File: config.mk
export PLATFORM = sky130hd
export DESIGN_NAME = uart_byte_rx_flat
export DESIGN_NICKNAME = d
export VERILOG_FILES = /design/src/rtl/uart_byte_rx_if.sv /design/src/rtl/uart_byte_rx.sv /design/src/flat_wrapper.sv
export SDC_FILE = /design/constraint.sdc
export NUM_CORES = 1
export LEC_CHECK = 0
export CAP_MARGIN = 20
export CORE_MARGIN = 2
export CORE_UTILIZATION = 45
export DETAILED_ROUTE_END_ITERATION = 6
export GPL_TIMING_DRIVEN = 0
export MAX_ROUTING_LAYER = met4
export PLACE_DENSITY = 0.76
export SETUP_SLACK_MARGIN = 0.2
export SLEW_MARGIN = 20
export SYNTH_ARGS = -nofsm -noshare
export SYNTH_HDL_FRONTEND = slang
export SYNTH_SLANG_ARGS = --single-unit
File: constraint.sdc
create_clock -name clk -period 3.98 [get_ports clk]
set_input_delay 0.796 -clock clk [delete_from_list [all_inputs] [get_ports clk]]
set_output_delay 0.796 -clock clk [all_outputs]
set_load 0.03 [all_outputs]
File: src/rtl/uart_byte_rx_if.sv
// Receiver-side bundle for uart_byte_rx: serial line in, byte/strobe/status out.
// data_in_rx is meaningful only in the cycle rx_data_valid is high; there is no ready, so the consumer must take it then.
interface uart_byte_rx_if;
   logic       rx;
   logic [7:0] data_in_rx;
   logic       rx_data_valid;
   logic       frame_err;
   logic       rx_busy;
   logic [2:0] rx_state;

   modport master (
      output rx,
      input  data_in_rx, rx_data_valid, frame_err, rx_busy, rx_state
   );

   modport slave (
      input  rx,
      output data_in_rx, rx_data_valid, frame_err, rx_busy, rx_state
   );
endinterface

File: src/rtl/uart_byte_rx.sv
// 8N1 UART receiver: double-flop synchronizer, mid-bit sampling FSM, one-cycle
// byte strobe and framing-error pulse. rx_state mirrors the FSM for observation.
module uart_byte_rx #(
   parameter int CLK_FREQ  = 50_000_000,
   parameter int BAUD_RATE = 115_200
) (
   input  logic          clk,
   input  logic          rst,
   uart_byte_rx_if.slave bus
);

   localparam int CPB  = CLK_FREQ / BAUD_RATE;
   localparam int HALF = CPB / 2;
   localparam int CW   = (CPB > 1) ? $clog2(CPB) : 1;

   localparam logic [CW-1:0] CNT_BIT_END  = CW'(CPB - 1);
   localparam logic [CW-1:0] CNT_HALF_END = CW'(HALF - 1);

   generate
      if (CPB < 8) begin : g_cpb_too_small
         $error("uart_byte_rx: CLK_FREQ/BAUD_RATE must be at least 8");
      end
   endgenerate

   typedef enum logic [2:0] {
      IDLE      = 3'd0,
      START     = 3'd1,
      DATA      = 3'd2,
      STOP      = 3'd3,
      WAIT_HIGH = 3'd4
   } state_t;

   state_t        state, state_nx;
   logic [CW-1:0] cnt, cnt_nx;
   logic [2:0]    bit_idx, bit_idx_nx;
   logic [7:0]    shreg, shreg_nx;
   logic [7:0]    data_q, data_nx;
   logic          valid_q, valid_nx;
   logic          ferr_q, ferr_nx;
   logic          rx_meta, rxs;

   // Two-flop synchronizer; both stages idle high so reset never looks like a start bit.
   always_ff @(posedge clk) begin
      if (rst) begin
         rx_meta <= 1'b1;
         rxs     <= 1'b1;
      end else begin
         rx_meta <= bus.rx;
         rxs     <= rx_meta;
      end
   end

   always_ff @(posedge clk) begin
      if (rst) begin
         state   <= IDLE;
         cnt     <= '0;
         bit_idx <= '0;
         shreg   <= '0;
         data_q  <= '0;
         valid_q <= 1'b0;
         ferr_q  <= 1'b0;
      end else begin
         state   <= state_nx;
         cnt     <= cnt_nx;
         bit_idx <= bit_idx_nx;
         shreg   <= shreg_nx;
         data_q  <= data_nx;
         valid_q <= valid_nx;
         ferr_q  <= ferr_nx;
      end
   end

   always_comb begin
      state_nx   = state;
      cnt_nx     = cnt;
      bit_idx_nx = bit_idx;
      shreg_nx   = shreg;
      data_nx    = data_q;
      valid_nx   = 1'b0;
      ferr_nx    = 1'b0;

      case (state)
         IDLE: begin
            cnt_nx     = '0;
            bit_idx_nx = '0;
            if (!rxs) state_nx = START;
         end

         START: begin
            if (cnt == CNT_HALF_END) begin
               cnt_nx     = '0;
               bit_idx_nx = '0;
               // A line that is high again at mid-start was a glitch.
               state_nx   = rxs ? IDLE : DATA;
            end else begin
               cnt_nx = cnt + CW'(1);
            end
         end

         DATA: begin
            if (cnt == CNT_BIT_END) begin
               cnt_nx            = '0;
               shreg_nx[bit_idx] = rxs;
               if (bit_idx == 3'd7) begin
                  bit_idx_nx = '0;
                  state_nx   = STOP;
               end else begin
                  bit_idx_nx = bit_idx + 3'd1;
               end
            end else begin
               cnt_nx = cnt + CW'(1);
            end
         end

         STOP: begin
            if (cnt == CNT_BIT_END) begin
               cnt_nx = '0;
               // Leaving at mid-stop lets a start bit right after a one-bit stop be caught.
               if (rxs) begin
                  data_nx  = shreg;
                  valid_nx = 1'b1;
                  state_nx = IDLE;
               end else begin
                  ferr_nx  = 1'b1;
                  state_nx = WAIT_HIGH;
               end
            end else begin
               cnt_nx = cnt + CW'(1);
            end
         end

         WAIT_HIGH: begin
            cnt_nx = '0;
            if (rxs) state_nx = IDLE;
         end

         default: begin
            cnt_nx   = '0;
            state_nx = IDLE;
         end
      endcase
   end

   assign bus.data_in_rx    = data_q;
   assign bus.rx_data_valid = valid_q;
   assign bus.frame_err     = ferr_q;
   assign bus.rx_busy       = (state != IDLE);
   assign bus.rx_state      = state;

   always_ff @(posedge clk) begin
      if (!rst) begin
         assert (!(valid_q && ferr_q));
         assert (!(valid_q && valid_nx));
      end
   end

endmodule

File: src/flat_wrapper.sv
// flat-port wrapper written by rule: the top's interface ports become plain ports
module uart_byte_rx_flat 
#(
   parameter int CLK_FREQ  = 50_000_000,
   parameter int BAUD_RATE = 115_200
)
  (clk, rst, bus_rx, bus_data_in_rx, bus_rx_data_valid, bus_frame_err, bus_rx_busy, bus_rx_state);
  uart_byte_rx_if bus_i ();
  input  logic clk;
  input  logic rst;
  input wire logic [$bits(bus_i.rx)-1:0] bus_rx;
  output wire logic [$bits(bus_i.data_in_rx)-1:0] bus_data_in_rx;
  output wire logic [$bits(bus_i.rx_data_valid)-1:0] bus_rx_data_valid;
  output wire logic [$bits(bus_i.frame_err)-1:0] bus_frame_err;
  output wire logic [$bits(bus_i.rx_busy)-1:0] bus_rx_busy;
  output wire logic [$bits(bus_i.rx_state)-1:0] bus_rx_state;
  assign bus_i.rx = bus_rx;
  assign bus_data_in_rx = bus_i.data_in_rx;
  assign bus_rx_data_valid = bus_i.rx_data_valid;
  assign bus_frame_err = bus_i.frame_err;
  assign bus_rx_busy = bus_i.rx_busy;
  assign bus_rx_state = bus_i.rx_state;
  uart_byte_rx #(.CLK_FREQ(CLK_FREQ), .BAUD_RATE(BAUD_RATE)) u_core (.clk(clk), .rst(rst), .bus(bus_i));
endmodule
==> out/metrics.csv <==
metric,value,unit
number of synthesized flops with an enable pin,0,
gpl congestion,0.849,
"FF+latch count, synth",35,
CTS Hold Bufs,0,
grt ovf,0,
syn nets,181,
sequential fraction of the synthesis area,42.7,%
height of the die,64.4,um
crit path DAT,1.91,ns
Syn. warnings,0,
Period minus WS final,2.71,ns
post-placement setup slack,1.63,ns
Detailed Route Iter0 Violations,47,
Most used DFF post-synth,dfxtp_1,
post-synth cell types,42,
antenna violations before repair,0,
achievable frequency,0.369,GHz
Leakage,0.727,nW
PwrDens,295,nW/um2
CP Class,register to output port,
total track usage,18.5,%
fin crit share,68.1,%
CP max stage cell,clkdlybuf4s50_1,
final setup margin,1.27,ns
std cell rows,21,
Placeable Area,3420,um2
VDD IR-drop max,212,uV
setup_tns,0,ns
final core utilization,56.0,%
Worst path max stage delay,0.60,ns
worst-margin pin slew,0.594,ns
cts bufs inserted,5,
CTS tree,yes,
Fin. Hold Viols,0,
outcome,"finished, final reports clean",
share of cells above drive strength 1,10.7,%
CTS-repair resized insts,0,
total chip power,0.000563,W
relative slew slack,60.3,%
"Slew Viols, Final",0,
family with the most delay on the worst path,buffers and inverters,
ANT cells,0,
clk slew on worst S/H paths,0.09,ns
post-synth top area cell,dfxtp_1,
clock skew,0.0152,ns
critical path endpoint category,output port,
Syn Inst Count,173,
Post CTS Setup Buffer Count,0,
Post-layout nets,204,
ANT nets after route,0,
# DRC,0,
clk sinks,35,
# IOs,17,
Reg area,701,um2
Setup crit start kind,register,
Initial Util,48.0,%
Clk Tree Root Cell,clkbuf_4,
Post-DP HPWL,2400,um
Syn Area/Cell,9.48,um2
CP Max Fanout,10,
Worst Path Buf+Inv,2,
Vias,1288,
crit path cell chain,clkbuf_1 > or3_1 > clkdlybuf4s50_1,
Avg WL per Cell,13.6,um
Max-Cap Viols,0,
Worst EP required,3.18,ns
vias in the first global route,1284,
Port Buf Inserts,16,
first-pass GRT wire length,5730,um
share of the synthesized area in the top cell type,42.7,%
area of the multi-input gates,872,um2
drt total wl,3300,um
clk buf depth,2,
Max H-tree Level,2,
mapped cell area,1640,um2
RSZ-0062 raised after global routing,false,
leading post-synthesis cells by cell area,"dfxtp_1 (43%), mux2i_1 (9.8%), nor2_1 (8.0%), ha_1 (3.8%), nand4_1 (3.4%)",
async set-reset flop share out of synthesis,0,%
chip width,64.4,um
die area,4140,um2
drt pass-1 iters,4,
largest net degree at the start of global routing,12,
Layout area overhead,16.6,%
Avg Vias per Cell,5.30,
Hold/Removal Path Class,register to register,
clock latency on the worst-skew pair,0.34,ns
Setup Viol. Count Final,0,
Layout fillers,320,
==> routing by layer <==
metal	GRT usage (%)	share of wire, %	up-vias	wire length, um
li1	-	-	649	-
met1	20.0	45	621	1500
met2	30.9	50	14	1670
met3	5.46	2.6	4	85
met4	9.57	1.6	0	53
met5	-	0	-	0
==> logic make-up (layout without fill, tap and decap cells) <==
kind of cell             count (synthesis)  in the layout  synth area share, %
adder cells (fa/ha/maj)                  5              5                 3.81
buffers and inverters                   15             39                 4.12
AND/OR/NAND/NOR                         83             83                 30.4
XOR/XNOR                                 7              7                 3.74
flip-flops                              35             35                 42.7
multiplexers                            16             16                 9.76
AO/OA/AOI/OAI                           12             12                 5.49
==> stage by stage <==
step,instance area (um2),hold WS (ns),instances
finish,1910,0.442,243
global placement,1860,0.400,235
floorplan,1640,0.389,173
detailed placement,1860,0.405,235
CTS,1910,0.444,243
global route,1910,0.477,243
==> final cells by class <==
class,instances,area share [%]
buffer,10,2.55
clock buffer,6,2.16
clock inverter,2,0.654
inverter,5,0.982
multi-input combinational,123,45.6
sequential,35,36.6
tap,46,3.01
timing repair buffer,16,8.38
==> worst paths after layout <==
kind                            cells after the start  slack, ns                  endpoint                    from
worst min-delay path                                1       0.44                u_core.rxs          u_core.rx_meta
worst min register to register                      1       0.44                u_core.rxs          u_core.rx_meta
worst max register to register                      5       2.14  u_core.bus.data_in_rx[2]           u_core.cnt[0]
worst max-delay path                                3       1.27               bus_rx_busy  u_core.bus.rx_state[2]
==> where the power goes <==
group          switching (W)  internal, W
logic              0.0000146   0.00000923
clock network       0.000118    0.0000682
registers         0.00000181     0.000352
total               0.000134     0.000429
==> flip-flops by register name, summed over array words and instances, names as in the netlist <==
signal                    count
u_core.bit_idx                3
u_core.bus.data_in_rx         8
u_core.bus.frame_err          1
u_core.bus.rx_data_valid      1
u_core.bus.rx_state           3
u_core.cnt                    9
u_core.rx_meta                1
u_core.rxs                    1
u_core.shreg                  8
==> cells in the mapped netlist, drive strengths merged (3+ instances only) <==
cell type,instances
dfxtp,35
nand3,7
nor2b,4
xnor2,4
xor2,3
buf,4
nor2,35
nand2b,4
mux2i,16
nor3,4
nand4b,3
nand4,9
ha,5
inv,5
clkbuf,6
==> cells in the final DEF (no fill, tap or decap), types with 2 or more instances in the layout <==
| cell | instances |
|---|---|
| nand3_1 | 7 |
| clkbuf_4 | 5 |
| and2_1 | 2 |
| ha_1 | 5 |
| xor2_1 | 3 |
| mux2i_1 | 16 |
| or2_2 | 2 |
| nor2b_1 | 4 |
| nor3_1 | 3 |
| buf_2 | 3 |
| nand4_1 | 9 |
| nand2b_1 | 4 |
| nand4b_1 | 2 |
| xnor2_1 | 4 |
| and4bb_2 | 2 |
| clkbuf_1 | 7 |
| and4b_1 | 2 |
| clkdlybuf4s50_1 | 16 |
| nand2_1 | 2 |
| nor2_1 | 35 |
| inv_1 | 5 |
| dfxtp_1 | 35 |
==> worst register-to-register path, delay by kind of cell (launching register included) <==
family,cells,cell delay [ns]
flops,1,0.41
mux,1,0.29
fa+ha+maj,1,0.25
simple gates,3,0.77
No activity file was read; power rests on OpenSTA's default activity.
